## src/rtl/fwd_hazard_pkg.sv

```systemverilog
// Shared widths, the in-flight write entry and the forward-select encoding
// used by the forwarding / hazard unit.
package fwd_hazard_pkg;

    localparam int DEF_REG_AW   = 5;
    localparam int DEF_NUM_SRC  = 2;
    localparam int DEF_DEPTH    = 2;
    localparam int DEF_LD_READY = 2;
    localparam int DEF_CNT_W    = 16;

    // Entries store register addresses at a fixed width so one struct type
    // serves every REG_AW up to this bound; narrower addresses are zero-extended.
    localparam int MAX_REG_AW = 8;

    localparam int SEL_RF = 0;

    typedef logic [MAX_REG_AW-1:0] reg_addr_t;

    typedef struct packed {
        logic      valid;
        logic      regwrite;
        logic      is_load;
        reg_addr_t dest;
    } entry_t;

endpackage

```

## src/rtl/fwd_match_select.sv

```systemverilog
// Youngest-match priority encoder: finds the smallest tracked stage whose live
// write targets the given source register.
module fwd_match_select
    import fwd_hazard_pkg::*;
#(
    parameter int DEPTH = DEF_DEPTH,
    parameter int SEL_W = $clog2(DEF_DEPTH + 1)
) (
    input  entry_t [DEPTH:1]   entries,
    input  reg_addr_t          src,
    output logic [SEL_W-1:0]   sel,
    output logic               hit,
    output logic               is_load,
    output logic [SEL_W-1:0]   stage
);

    // Scan oldest to youngest so the youngest match is the one left standing.
    always_comb begin
        sel     = SEL_W'(SEL_RF);
        hit     = 1'b0;
        is_load = 1'b0;
        stage   = '0;
        for (int k = DEPTH; k >= 1; k--) begin
            if (entries[k].valid && entries[k].regwrite &&
                entries[k].dest != '0 && entries[k].dest == src) begin
                sel     = SEL_W'(k);
                hit     = 1'b1;
                is_load = entries[k].is_load;
                stage   = SEL_W'(k);
            end
        end
    end

endmodule

```

## src/rtl/fwd_hazard_unit.sv

```systemverilog
// Forwarding and hazard detection: tracks in-flight writes past EX and derives
// operand forward selects, the load-use/branch stall, a stall counter and an error flag.
module fwd_hazard_unit
    import fwd_hazard_pkg::*;
#(
    parameter int REG_AW   = DEF_REG_AW,
    parameter int NUM_SRC  = DEF_NUM_SRC,
    parameter int DEPTH    = DEF_DEPTH,
    parameter int LD_READY = DEF_LD_READY,
    parameter int CNT_W    = DEF_CNT_W
) (
    input  logic                                       clk,
    input  logic                                       reset,
    input  logic                                       hold,
    input  logic                                       flush_e,
    input  logic                                       e_valid,
    input  logic                                       e_regwrite,
    input  logic                                       e_is_load,
    input  logic [REG_AW-1:0]                          e_dest,
    input  logic [NUM_SRC*REG_AW-1:0]                  e_src,
    input  logic                                       d_valid,
    input  logic                                       d_is_branch,
    input  logic [NUM_SRC*REG_AW-1:0]                  d_src,
    output logic [NUM_SRC*$clog2(DEPTH+1)-1:0]         fwd_sel_e,
    output logic [NUM_SRC*$clog2(DEPTH+1)-1:0]         fwd_sel_d,
    output logic                                       stall_d,
    output logic [CNT_W-1:0]                           stall_cnt,
    output logic                                       hazard_err
);

    localparam int SEL_W = $clog2(DEPTH + 1);

    entry_t [DEPTH:1] p;
    entry_t           e_ent;

    reg_addr_t        e_addr  [NUM_SRC];
    reg_addr_t        d_addr  [NUM_SRC];
    logic             e_hit   [NUM_SRC];
    logic             e_load  [NUM_SRC];
    logic [SEL_W-1:0] e_stage [NUM_SRC];
    logic             d_hit   [NUM_SRC];
    logic             d_load  [NUM_SRC];
    logic [SEL_W-1:0] d_stage [NUM_SRC];

    logic stall_any;
    logic err_now;

    assign e_ent = '{valid:    e_valid & ~flush_e,
                     regwrite: e_regwrite,
                     is_load:  e_is_load,
                     dest:     reg_addr_t'(e_dest)};

    for (genvar i = 0; i < NUM_SRC; i++) begin : g_src
        assign e_addr[i] = reg_addr_t'(e_src[i*REG_AW +: REG_AW]);
        assign d_addr[i] = reg_addr_t'(d_src[i*REG_AW +: REG_AW]);

        fwd_match_select #(.DEPTH(DEPTH), .SEL_W(SEL_W)) u_match_e (
            .entries (p),
            .src     (e_addr[i]),
            .sel     (fwd_sel_e[i*SEL_W +: SEL_W]),
            .hit     (e_hit[i]),
            .is_load (e_load[i]),
            .stage   (e_stage[i])
        );

        fwd_match_select #(.DEPTH(DEPTH), .SEL_W(SEL_W)) u_match_d (
            .entries (p),
            .src     (d_addr[i]),
            .sel     (fwd_sel_d[i*SEL_W +: SEL_W]),
            .hit     (d_hit[i]),
            .is_load (d_load[i]),
            .stage   (d_stage[i])
        );
    end

    // The EX instruction is stage 0 and shadows every tracked stage; only the
    // youngest producer decides whether decode must wait.
    always_comb begin
        stall_any = 1'b0;
        err_now   = 1'b0;
        for (int i = 0; i < NUM_SRC; i++) begin
            if (d_addr[i] != '0) begin
                if (e_ent.valid && e_ent.regwrite && e_ent.dest == d_addr[i]) begin
                    if (d_is_branch || (e_ent.is_load && 1 < LD_READY))
                        stall_any = 1'b1;
                end else if (d_hit[i] && d_load[i]) begin
                    if (d_is_branch ? (int'(d_stage[i]) < LD_READY)
                                    : (int'(d_stage[i]) + 1 < LD_READY))
                        stall_any = 1'b1;
                end
            end
            if (e_hit[i] && e_load[i] && int'(e_stage[i]) < LD_READY)
                err_now = 1'b1;
        end
    end

    assign stall_d = reset & d_valid & stall_any;

    // A stall does not hold EX back: its write still enters p[1]; the bubble
    // arrives from the pipeline as e_valid=0 on the following cycle.
    always_ff @(posedge clk or negedge reset) begin
        if (!reset) begin
            p          <= '0;
            stall_cnt  <= '0;
            hazard_err <= 1'b0;
        end else if (!hold) begin
            p[1] <= e_ent;
            for (int k = 2; k <= DEPTH; k++)
                p[k] <= p[k-1];
            if (stall_d && stall_cnt != {CNT_W{1'b1}})
                stall_cnt <= stall_cnt + 1'b1;
            if (e_valid && err_now)
                hazard_err <= 1'b1;
        end
    end

endmodule
```

## config.mk

```make
export PLATFORM = sky130hd
export DESIGN_NAME = fwd_hazard_unit
export DESIGN_NICKNAME = d
export VERILOG_FILES = /design/src/rtl/fwd_hazard_pkg.sv /design/src/rtl/fwd_match_select.sv /design/src/rtl/fwd_hazard_unit.sv
export SDC_FILE = /design/constraint.sdc
export NUM_CORES = 1
export LEC_CHECK = 0
export ABC_AREA = 1
export CORE_AREA = 8 8 82 84
export DETAILED_ROUTE_END_ITERATION = 8
export DIE_AREA = 0 0 90 92
export PLACE_DENSITY_LB_ADDON = 0.15
export SLEW_MARGIN = 0
export SYNTH_ARGS = -nofsm -noshare
export SYNTH_HDL_FRONTEND = slang
export SYNTH_SLANG_ARGS = --single-unit
```

## constraint.sdc

```tcl
create_clock -name clk -period 1.6 [get_ports clk]
set_clock_uncertainty 0.15 [all_clocks]
set_input_delay 0.16 -clock clk [delete_from_list [all_inputs] [get_ports clk]]
set_output_delay 0.16 -clock clk [all_outputs]
set_load 0.01 [all_outputs]
```

=== Word level (Yosys, flattened, before mapping) ===
Cells that the tools add are included.
W data, S select, Z words.

* Bitwise logic cells: 5
* Magnitude comparators: 6
* Divide/modulo/power cells: 0
* Shift-type cells: 0
* Multiplexer cells: 38
* Equality and inequality tests: 11
* $mul: 0
* Add/subtract/negate cells: 3
* Reductions and logical operators: 30

{| class="wikitable"
|+ Operators by type and width
! cell !! number
|-
| $eq A5 B5 Y1 || 10
|-
| $reduce_bool A8 Y1 || 4
|-
| $mux W1 || 30
|-
| $logic_and A1 B1 Y1 || 23
|-
| $add A16 B1 Y16 const B || 1
|-
| $mux W2 || 8
|-
| $ne A16 B16 Y1 const B || 1
|-
| $lt A2 B2 Y1 const B || 4
|-
| $add A2 B1 Y3 const B || 2
|-
| $lt A3 B2 Y1 const B || 2
|-
| $reduce_and A2 Y1 || 2
|-
| $and A1 B1 Y1 || 3
|-
| $not A1 Y1 || 2
|-
| $logic_or A1 B1 Y1 || 1
|}

* Bits in latches: 0
* Input port bits: 34
* Bits in read-only memories: 0
* Bits in writable memories: 0
* Memories kept: 0
* Register bits: 33
* Word-level logic and storage cells: 103

=== Longest topological paths before layout ===
Gate-level depths: netlist of run 1.

* Depth in word-level cells: 19
* Mapped depth: 16
* Depth with buffers taken out: 15

=== Modules after synthesis ===
From an unflattened synthesis of run 1, not the netlist that was laid out.

* Cells, all modules: 622
* Area total of the unflattened synthesis: 3,534.6 µm²

{| class="wikitable"
|+ Modules (own cells, without submodules)
! module !! instances !! cells an instance !! area each (µm²)
|-
| fwd_hazard_unit || 1 || 282 || 1,998.2
|-
| fwd_match_select || 4 || 85 || 384.1
|}

=== Least setup slack after synthesis of run 1 ===
Ideal clock, no wire load.

* Path kind: reg2reg
* From: reg stall_cnt[0]
* To: reg stall_cnt[6]
* Path slack: -0.260 ns
* Path buffers: 0
* Stages on the path, launching flop included: 10
* Library setup time: 0.129 ns
* Arrival: 1.581 ns
* Period minus slack after synthesis: 1.860 ns
* Cells stage by stage: dfrtp_1 ha_1 nand4_1 nor2_2 nand2_2 o21ai_2 inv_2 nand3_4 nor2_4 xor2_1

* Word-level cells in the longest chain between the ends: 3

{| class="wikitable"
|+ RTL lines
! item !! line !! source
|-
| start: declaration || fwd_hazard_unit.sv:27 || <nowiki>output logic [CNT_W-1:0] stall_cnt,</nowiki>
|-
| start signal: assignment || fwd_hazard_unit.sv:111 || <nowiki>stall_cnt <= stall_cnt + 1'b1;</nowiki>
|-
| parallel branches: the longest is 3 deep, another holds $add A16 B1 Y16 || - ||
|}

Parallel ways; which one is timed is not known.
A chain may end at the register's enable or synchronous reset.

=== Worst setup path after layout of run 1 ===
* From: reg p[3] (netlist bit)
* To: reg stall_cnt[5]

* Word-level cells in the longest chain between the ends: 18

{| class="wikitable"
|+ RTL lines
! item !! line !! source
|-
| start: declaration || fwd_hazard_unit.sv:33 || <nowiki>entry_t [DEPTH:1] p;</nowiki>
|-
| start signal: indexed assignment || fwd_hazard_unit.sv:109 || <nowiki>p[k] <= p[k-1];</nowiki>
|-
| $reduce_bool A8 Y1 || fwd_match_select.sv:25 || <nowiki>entries[k].dest != '0 && entries[k].dest == src) begin</nowiki>
|-
| $logic_and A1 B1 Y1 || fwd_match_select.sv:24 || <nowiki>if (entries[k].valid && entries[k].regwrite &&</nowiki>
|-
| $logic_and A1 B1 Y1 || fwd_match_select.sv:25 ||
|-
| $mux W2 || fwd_match_select.sv:24 ||
|-
| $add A2 B1 Y3 || fwd_hazard_unit.sv:88 || <nowiki>: (int'(d_stage[i]) + 1 < LD_READY))</nowiki>
|-
| $lt A3 B2 Y1 || fwd_hazard_unit.sv:88 ||
|-
| $mux W1 (2 in series) || fwd_hazard_unit.sv:87 || <nowiki>if (d_is_branch ? (int'(d_stage[i]) < LD_READY)</nowiki>
|-
| $mux W1 || fwd_hazard_unit.sv:86 || <nowiki>end else if (d_hit[i] && d_load[i]) begin</nowiki>
|-
| $mux W1 || fwd_hazard_unit.sv:83 || <nowiki>if (e_ent.valid && e_ent.regwrite && e_ent.dest == d_addr[i]) begin</nowiki>
|-
| $mux W1 || fwd_hazard_unit.sv:82 || <nowiki>if (d_addr[i] != '0) begin</nowiki>
|-
| $mux W1 || fwd_hazard_unit.sv:87 ||
|-
| $mux W1 || fwd_hazard_unit.sv:86 ||
|-
| $mux W1 || fwd_hazard_unit.sv:83 ||
|-
| $mux W1 * || fwd_hazard_unit.sv:82 ||
|-
| $and A1 B1 Y1 * || fwd_hazard_unit.sv:97 || <nowiki>assign stall_d = reset & d_valid & stall_any;</nowiki>
|-
| $logic_and A1 B1 Y1 * || fwd_hazard_unit.sv:110 || <nowiki>if (stall_d && stall_cnt != {CNT_W{1'b1}})</nowiki>
|-
| $reduce_and A2 Y1 (no line) * || - ||
|}

Mark *: on every way between the ends. The rest lies on a longest branch, timed or not.

==> results.yml, run 1 <==
clocking:
  cts_buffer_depth: 2
  cts_sinks: 32
  numCtsBuffers: 5
  cts.htree.levels: 2
  cts_tree: "yes"
  clk_root_buffer_cell: "sky130_fd_sc_hd__clkbuf_8"
  clk_pin_slew_ns: 0.07
  clkLatencyLatePin_ns: 0.28
  cts_hold_repair.buffers: 0
setup_path:
  crit_slowest_cell: "sky130_fd_sc_hd__dfrtp_1"
  critPathMostFrequentCell: "sky130_fd_sc_hd__nand2_1"
  regToRegSetupSlack_ns: -0.52
  worstSetupStartpointType: "flip-flop"
  worst_r2r_startpoint: "p[3]"
  crit_required_ns: 1.63
  worstPathMaxFanout: 7
  crit_path_capture_type: "flip-flop"
  critical_path.reg2reg.endpoint: "stall_cnt[5]"
  critical-path-max-stage-delay_ns: 0.43
  crit_chain: "buf_6 > xnor2_2 > nand3_2 > nor2_2 > nand2_1 > nand2_1 > nand2_2 > buf_6 > nand2_4 > nand3_4 > nor2_4 > nand2_1 > nand2_1 > nand2_1"
  reg2reg_depth: 14
  setup.worst_path.class: "flip-flop to flip-flop"
  worst-endpoint-arrival_ns: 2.15
  startpoint: "p[3]"
sta:
  max_slew.worst_pin.slew_ns: 0.410
  timing_max_transition_violations_final: 0
  fin_tns_setup_ns: -10.75
  layout_worst_path_cycle_share: 1.32
  final_critical_path_setup_slack_ns: -0.517
  finalSetupViolCount: 26
  rsz0062_at_grt: "yes"
  max_slew_margin: 0.726
  final-hold-violation-count: 0
  layout_min_cycle_time_ns: 2.12
  hold_ws_ns: 0.191
  max_freq_mhz: 472
drt:
  first_pass_iters: 4
  num_vias: 2404
  ant_nets: 0
  remaining_drc_errors: 0
  via_per_inst: 4.62
  detailedRoute.firstIterationViolations: 82
  routedWlPerCell_um: 14.2
  postRouteWirelength_mm: 7.38
logic_synthesis:
  yosys.area.top_type_share: 0.350
  synth_fp_nets: 331
  synthSimpleGateAreaFrac: 0.326
  synth_xor_area_frac: 0.195
  async_flop_share: 1.00
  yosys-top-cells-count: "78 x sky130_fd_sc_hd__nand2_1, 32 x sky130_fd_sc_hd__dfrtp_1, 27 x sky130_fd_sc_hd__xor2_1, 24 x sky130_fd_sc_hd__xnor2_1, 23 x sky130_fd_sc_hd__inv_1"
  muxShareOfSynthArea: 0
  synth_seq_area_share: 0.350
  yosys.area.top_type: "sky130_fd_sc_hd__dfrtp_1"
  synth-seq-cells: 32
  yosys.cell_types.count: 31
  syn-cell-area_um2: 2290
  synth.yosys.warnings: 0
  synth_edf_count: 0
  synth_top_cells_by_area: "sky130_fd_sc_hd__dfrtp_1 35%, sky130_fd_sc_hd__nand2_1 13%, sky130_fd_sc_hd__xor2_1 10%, sky130_fd_sc_hd__xnor2_1 9.2%, sky130_fd_sc_hd__inv_1 3.8%"
  post_synthesis_compound_gate_area_fraction: 0.0519
  synthesis.instances: 296
  average_size_of_a_mapped_cell_um2: 7.73
  synthFlopType: "sky130_fd_sc_hd__dfrtp_1"
  synth.most_common_cell: "sky130_fd_sc_hd__nand2_1"
  synth_adder_area_share: 0.00547
  dominant_combinational_cell_family_by_area_after_synthesis: "simple AND/OR/NAND/NOR gates"
die:
  dieWidth_um: 90
  coreArea_um2: 5410
  initial_utilization: 0.423
  die_height_um: 92
  placementRows: 27
  die_area_um2: 8280
  boundaryPins: 60
run_status:
  result_of_the_run: "finished, violations left"
  violations: "negative setup slack"
grt:
  grt_antenna_before_repair: 0
  grt_pass1_vias: 2515
  grt_first_pass_wirelength_mm: 11.7
  track_usage: 0.170
  grt.overflow.total: 0
  grt_start_max_net_pins: 33
final_layout:
  final_cells: 520
  final_cell_area_um2: 4020
  synthToLayoutAreaGrowth_pct: 75.5
  n_antenna_cell: 0
  final_layout_size_suffix_gt1_frac: 0.397
  finished_core_util: 0.743
  final_net_count: 482
placement:
  port_buffers: 59
  placed_area_um2: 3540
  dp_worst_setup_slack_ns: -0.781
  routabilityCongestion: 0.894
  dp.final_hpwl_mm: 5.42
  dp_cells: 494
hold_path:
  min_path_type: "input pin to async pin"
pwr:
  power.density_nw_per_um2: 571
  power_mw: 2.29
  vdd_drop_max_v: 0.000426
  total_leakage_power_nw: 2.10
run:
  timing.max_cap.violations: 0
-- routing by layer --
metal  vias up  track usage  share of wire
li1       1235            -              -
met1      1103        0.199           0.41
met2        59        0.313           0.54
met3         7       0.0383          0.043
met4         0       0.0305         0.0062
met5         -            0              0
-- critical path, delay by kind of cell, from the launching register on --
kind                      cells  cell delay [ns]
and+or+nand+nor              11             1.01
DFF                           1             0.43
buffers and inverters         2             0.28
xor gates and xnor gates      1             0.13
-- cell usage in the layout, fill, tap and decap left out, drive strengths merged --
master,count
nand3b,6
inv,28
buf,105
o211a,1
dlygate4sd2,12
ha,1
nor4,2
clkdlybuf4s15,1
a21boi,1
xor2,27
xnor2,24
clkdlybuf4s50,32
nand3,17
nor3,14
and2,1
nand2,84
clkbuf,8
o21ai,16
nor2,22
dlymetal6s2s,6
dfrtp,32
or2,2
nand4,4
a21oi,2
-- worst max-delay path by stage --
stage | endpoint | cells past startpoint
6_report | stall_cnt[5] | 14
5_1_grt | stall_cnt[5] | 17
4_1_cts | stall_cnt[14] | 17
3_5_place_dp | stall_d | 12
3_3_place_gp | stall_d | 8
2_1_floorplan | stall_cnt[6] | 9
-- final cells by class --
class	instances	area [um2]
fillers	409	1390
multi-input cells	224	1560
repair buffers	156	1370
well taps	72	90.1
clock buffers	8	90.1
inverters	28	105
flip-flops and latches	32	802
-- logic make-up after synthesis --
family,count (synthesis)
compound gates,20
xor+xnor,51
fa+ha+maj,1
buf+inv,40
flops,32
simple gates,152
-- repair_timing --
action | 4_1_cts | 5_1_grt
setup buffers | 17 | 4
pin swaps | 23 | 18
resized for setup | 91 | 22
setup endpoints to repair | 37 | 31
-- registers in the layout, summed over array words and instances (netlist names) --
| signal | count |
|---|---|
| hazard_err | 1 |
| stall_cnt | 16 |
| p | 15 |
-- power by group --
part	leakage (nW)	switching, mW	internal [mW]	total [mW]
logic	1.64	0.360	0.412	0.772
registers	0.417	0.0397	0.849	0.889
clock network	0.0455	0.282	0.350	0.633
total	2.10	0.682	1.61	2.29
Note: power is estimated with default switching activity, not from simulation.
==> run 2: changes to the inputs <==
- CTS_CLUSTER_SIZE: not set -> 30
- SKIP_LAST_GASP: not set -> 1
==> run 2 against run 1 <==
The run still ends with negative setup slack left. Count of clock-buffer cells in the layout did not move. Via count fell by 0.67%. Total power fell by 0.38%. Cell count did not move. Global-route usage barely moved. First-iteration DRC count rose by 6.1%. Largest power group unchanged. Highest routed layer unchanged.
==> results.yml, run 2 (synthesis gave the netlist of run 1 again) <==
drt:
  via_per_inst: 4.59
  postRouteWirelength_mm: 7.41
  detailedRoute.firstIterationViolations: 87
  remaining_drc_errors: 0
  num_vias: 2388
  ant_nets: 0
  routedWlPerCell_um: 14.3
  first_pass_iters: 4
setup_path:
  crit_path_capture_type: "output pin"
  crit_chain: "inv_2 > buf_4 > nand2_2 > nand2_2 > nor2_4 > nand2_2 > nor2_2 > nand2_1 > nand2_2 > nand2_4 > a21boi_4 > buf_6"
  critical_path.reg2reg.endpoint: "stall_cnt[5]"
  worst_r2r_startpoint: "p[3]"
  critPathMostFrequentCell: "sky130_fd_sc_hd__nand2_2"
  worstPathBufferInverterCount: 3
  worstPathMaxFanout: 3
  setup.worst_path.class: "flip-flop to output pin"
  worst-endpoint-arrival_ns: 1.80
  reg2reg_depth: 14
  worstSetupStartpointType: "flip-flop"
  crit_slowest_cell: "sky130_fd_sc_hd__dfrtp_1"
  critical-path-max-stage-delay_ns: 0.40
  cpLargestDelayFamily: "simple AND/OR/NAND/NOR gates"
  crit_required_ns: 1.29
  regToRegSetupSlack_ns: -0.51
final_layout:
  mostFrequentLayoutCell: "sky130_fd_sc_hd__buf_4"
  final_layout_size_suffix_gt1_frac: 0.395
  layout.filler_cells: 413
  final_cells: 520
  largest_register_ff_count: 16
  final_net_count: 482
  finished_core_util: 0.741
  largest_registers_in_the_final_layout: "stall_cnt x16, p x15, hazard_err x1"
  synthToLayoutAreaGrowth_pct: 75.0
  max_flop_register: "stall_cnt"
  final_cell_area_um2: 4010
  layout_common_cells: "84 x sky130_fd_sc_hd__buf_4, 69 x sky130_fd_sc_hd__nand2_1, 32 x sky130_fd_sc_hd__clkdlybuf4s50_1, 31 x sky130_fd_sc_hd__dfrtp_1, 27 x sky130_fd_sc_hd__xor2_1"
  n_antenna_cell: 0
pwr:
  total_leakage_power_nw: 2.10
  power.density_nw_per_um2: 570
  vdd_drop_max_v: 0.000417
  power_mw: 2.28
run:
  timing.max_cap.violations: 0
grt:
  grt_pass1_vias: 2528
  grt_start_max_net_pins: 33
  grt_first_pass_wirelength_mm: 11.7
  grt.overflow.total: 0
  grt_antenna_before_repair: 0
  track_usage: 0.171
run_status:
  result_of_the_run: "finished, violations left"
  violations: "negative setup slack"
die:
  placementRows: 27
  die_area_um2: 8280
  boundaryPins: 60
  coreArea_um2: 5410
  dieWidth_um: 90
  die_height_um: 92
  initial_utilization: 0.423
clocking:
  numCtsBuffers: 5
  cts_tree: "yes"
  clk_pin_slew_ns: 0.07
  cts_buffer_depth: 2
  clk_root_buffer_cell: "sky130_fd_sc_hd__clkbuf_8"
  cts.htree.levels: 2
  cts_sinks: 32
  clkLatencyLatePin_ns: 0.28
sta:
  fin_tns_setup_ns: -10.71
  layout_worst_path_cycle_share: 1.32
  final-hold-violation-count: 0
  final_critical_path_setup_slack_ns: -0.511
  max_slew_margin: 0.727
  hold_ws_ns: 0.193
  timing_max_transition_violations_final: 0
  rsz0062_at_grt: "yes"
  finalSetupViolCount: 26
  max_freq_mhz: 474
  max_slew.worst_pin.slew_ns: 0.409
  layout_min_cycle_time_ns: 2.11
placement:
  dp_worst_setup_slack_ns: -0.781
  placed_area_um2: 3540
  dp.final_hpwl_mm: 5.42
  port_buffers: 59
  routabilityCongestion: 0.894
  dp_cells: 494
hold_path:
  min_path_type: "input pin to async pin"
==> run 2: cell count changes in the layout (fill, tap and decap cells not counted), sizes merged <==
cell and delta:
dlygate4sd2 -1, dlymetal6s2s +1
==> run 2: where the power goes <==
part           total (mW)  internal [mW]  switching, mW  leakage [nW]
Clock               0.628          0.350          0.278        0.0455
Sequential          0.888          0.849         0.0393         0.417
Combinational       0.768          0.408          0.360          1.64
Total                2.28           1.61          0.677          2.10
==> run 2: metal layers <==
metal / vias to the layer above / track usage / part of all wire
li1: 1233 / - / -
met1: 1091 / 0.198 / 0.41
met2: 54 / 0.315 / 0.54
met3: 10 / 0.0367 / 0.043
met4: 0 / 0.0361 / 0.012
met5: - / 0 / 0
==> run 2: worst reg2reg max path, cell delays in order (launching register included) <==
cell                      delay, ns
sky130_fd_sc_hd__dfrtp_1       0.43
sky130_fd_sc_hd__buf_6         0.15
sky130_fd_sc_hd__xnor2_2       0.13
sky130_fd_sc_hd__nand3_2       0.12
sky130_fd_sc_hd__nor2_2        0.13
sky130_fd_sc_hd__nand2_1       0.06
sky130_fd_sc_hd__nand2_1       0.06
sky130_fd_sc_hd__nand2_2       0.08
sky130_fd_sc_hd__buf_6         0.13
sky130_fd_sc_hd__nand2_4       0.07
sky130_fd_sc_hd__nand3_4       0.16
sky130_fd_sc_hd__nor2_4        0.18
sky130_fd_sc_hd__nand2_1       0.06
sky130_fd_sc_hd__nand2_1       0.06
sky130_fd_sc_hd__nand2_1       0.04
==> run 2: layout make-up <==
class | instances | area, um2 | share of cell area
inverters | 28 | 105 | 0.0262
repair buffers | 156 | 1360 | 0.340
clock buffers | 8 | 90.1 | 0.0225
flip-flops and latches | 32 | 802 | 0.200
multi-input cells | 224 | 1560 | 0.388
well taps | 72 | 90.1 | 0.0225
==> run 2: worst max path at each step <==
stage                 startpoint            end  slack, ns  cells after the start
floorplan           stall_cnt[0]   stall_cnt[6]      -0.23                      9
global placement        d_src[2]        stall_d      -0.77                      8
detailed placement      d_src[5]        stall_d      -0.78                     12
CTS                         p[1]  stall_cnt[14]      -0.47                     17
global route                p[1]        stall_d      -0.62                     12
finish                      p[1]        stall_d      -0.51                     12
==> run 2: what timing repair did <==
item                       in CTS  in global routing
resized for setup              84                 26
pin swaps                      23                 18
setup buffers                  17                  4
gates cloned                    0                  0
hold buffers                    0                  0
setup endpoints to repair      37                 31
==> run 3: changes to the inputs <==
- CORE_AREA: 8 8 82 84 -> 4 4 78 80
- DIE_AREA: 0 0 90 92 -> 0 0 82 84
- SLEW_MARGIN: 0 -> not set
==> run 3 against run 2 <==
The flow still finishes with violations (negative setup slack). Cell count shrank 0.19%. Flip-flop and latch count unchanged. Register-to-register slack improved by 0.04 ns. Utilization rose by 0.56 points. Via count increased by 2.3%. Routed wire length decreased by 5.2%. Worst setup slack better by 0.0015 ns. Sequential share of layout area fell by 0.15 points. Die area decreased by 17%. Sequential power is 0.9% higher.
==> results.yml, run 3 (synthesis gave the netlist of run 1 again) <==
run_status:
  result_of_the_run: "finished, violations left"
  violations: "negative setup slack"
setup_path:
  setup.worst_path.class: "flip-flop to output pin"
  worst-endpoint-arrival_ns: 1.80
  critPathMostFrequentCell: "sky130_fd_sc_hd__nand2_2"
  crit_path_capture_type: "output pin"
  crit_chain: "buf_4 > xnor2_1 > nand2_2 > nor2_2 > nand2_1 > nand2_2 > nand2_4 > a21boi_4 > buf_6"
  critical-path-max-stage-delay_ns: 0.38
  crit_required_ns: 1.29
  worstPathMaxFanout: 5
  crit_slowest_cell: "sky130_fd_sc_hd__dfrtp_1"
  worstSetupStartpointType: "flip-flop"
pwr:
  seq_power_share: 0.396
  p_int_mw: 1.55
  power.density_nw_per_um2: 561
  combPwrFrac: 0.332
  switching_share: 0.314
  switching_power_mw: 0.710
  vdd_drop_max_v: 0.000506
  power_mw: 2.26
  power.clock.fraction: 0.272
  total_leakage_power_nw: 2.11
placement:
  dp.final_hpwl_mm: 5.19
  placed_area_um2: 3530
  dp_worst_setup_slack_ns: -0.861
  routabilityCongestion: 0.862
  dp_cells: 494
  port_buffers: 59
sta:
  max_slew.worst_pin.slew_ns: 0.408
  layout_min_cycle_time_ns: 2.11
  timing_max_transition_violations_final: 0
  final-hold-violation-count: 0
  max_slew_margin: 0.728
  max_freq_mhz: 474
  fin_tns_setup_ns: -10.32
  layout_worst_path_cycle_share: 1.32
  rsz0062_at_grt: "yes"
  final_critical_path_setup_slack_ns: -0.510
  finalSetupViolCount: 27
drt:
  postRouteWirelength_mm: 7.03
  detailedRoute.firstIterationViolations: 117
  routedWlPerCell_um: 13.5
  remaining_drc_errors: 0
  ant_nets: 0
  via_per_inst: 4.71
  first_pass_iters: 4
  num_vias: 2444
final_layout:
  mostFrequentLayoutCell: "sky130_fd_sc_hd__buf_4"
  synthToLayoutAreaGrowth_pct: 76.3
  layout.filler_cells: 410
  final_cell_area_um2: 4040
  final_net_count: 481
  max_flop_register: "stall_cnt"
  layout_common_cells: "81 x sky130_fd_sc_hd__buf_4, 64 x sky130_fd_sc_hd__nand2_1, 31 x sky130_fd_sc_hd__dfrtp_1, 31 x sky130_fd_sc_hd__clkdlybuf4s50_1, 25 x sky130_fd_sc_hd__xor2_1"
  largest_registers_in_the_final_layout: "stall_cnt x16, p x15, hazard_err x1"
  largest_register_ff_count: 16
  final_cells: 519
  n_antenna_cell: 0
  final_layout_size_suffix_gt1_frac: 0.416
grt:
  grt_pass1_vias: 2467
  grt_first_pass_wirelength_mm: 11.2
  grt.overflow.total: 0
  track_usage: 0.209
  grt_antenna_before_repair: 0
  grt_start_max_net_pins: 33
die:
  coreArea_um2: 5410
  initial_utilization: 0.423
  dieWidth_um: 82
  placementRows: 27
  boundaryPins: 60
  die_height_um: 84
  die_area_um2: 6890
clocking:
  cts_tree: "yes"
  numCtsBuffers: 5
  cts_hold_repair.buffers: 0
  cts_buffer_depth: 2
  clk_root_buffer_cell: "sky130_fd_sc_hd__clkbuf_8"
  clk_pin_slew_ns: 0.07
  cts_sinks: 32
  cts.htree.levels: 2
  clkLatencyLatePin_ns: 0.29
hold_path:
  min_path_type: "input pin to async pin"
run:
  timing.max_cap.violations: 0
[run 3: metrics by stage]
| stage | hold WS [ns] | utilization |
|---|---|---|
| after floorplan | -0.286 | - |
| after global placement | 0.300 | 0.653 |
| after detailed placement | 0.300 | 0.653 |
| after CTS | 0.199 | 0.709 |
| after global routing | 0.212 | 0.747 |
| final | 0.187 | 0.747 |
[run 3: routing by layer]
metal	GRT usage	vias to the layer above	part of all wire
met5	0	-	0
met3	0.0378	10	0.044
met4	0.0483	0	0.015
met2	0.363	51	0.54
li1	-	1227	-
met1	0.263	1156	0.40
[run 3: final timing paths]
kind | start | end | slack, ns | depth (start not counted)
min in group clk | hazard_err | hazard_err | 0.32 | 2
worst max-delay path | p[4] | stall_d | -0.51 | 9
worst max register to register | p[1] | stall_cnt[5] | -0.47 | 16
worst min-delay path | reset | stall_cnt[10] | 0.19 | 2
max in group asynchronous | reset | p[11] | 0.80 | 2
worst min register to register | hazard_err | hazard_err | 0.32 | 2
[run 3: critical path, delay by kind of cell, from the launching register on]
family | cells | cell delay [ns]
xor gates and xnor gates | 1 | 0.22
AOI/OAI and AO/OA | 1 | 0.17
DFF | 1 | 0.38
and+or+nand+nor | 5 | 0.46
buffers and inverters | 2 | 0.29
[run 3: layout make-up]
cell class              count  area, um2  share of cell area
multi-input cells         224       1610               0.399
repair buffers            155       1340               0.332
flip-flops and latches     32        802               0.199
inverters                  28        105              0.0260
well taps                  72       90.1              0.0223
clock buffers               5       68.8              0.0171
clock inverters             3       18.8             0.00465
[run 3: power by group through the flow]
stage / registers, mW / logic, mW / clock network (mW)
2_1_floorplan: 0.879 / 0.300 / 0
3_3_place_gp: 0.904 / 0.588 / 0
3_5_place_dp: 0.906 / 0.592 / 0
4_1_cts: 0.893 / 0.678 / 0.624
5_1_grt: 0.900 / 0.807 / 0.667
6_report: 0.896 / 0.751 / 0.615
[run 3: what timing repair did]
action,in CTS,in global routing
hold endpoints to repair,0,0
pin swaps,26,18
gates resized for setup,91,42
buffers inserted,14,9
setup endpoints to repair,38,30
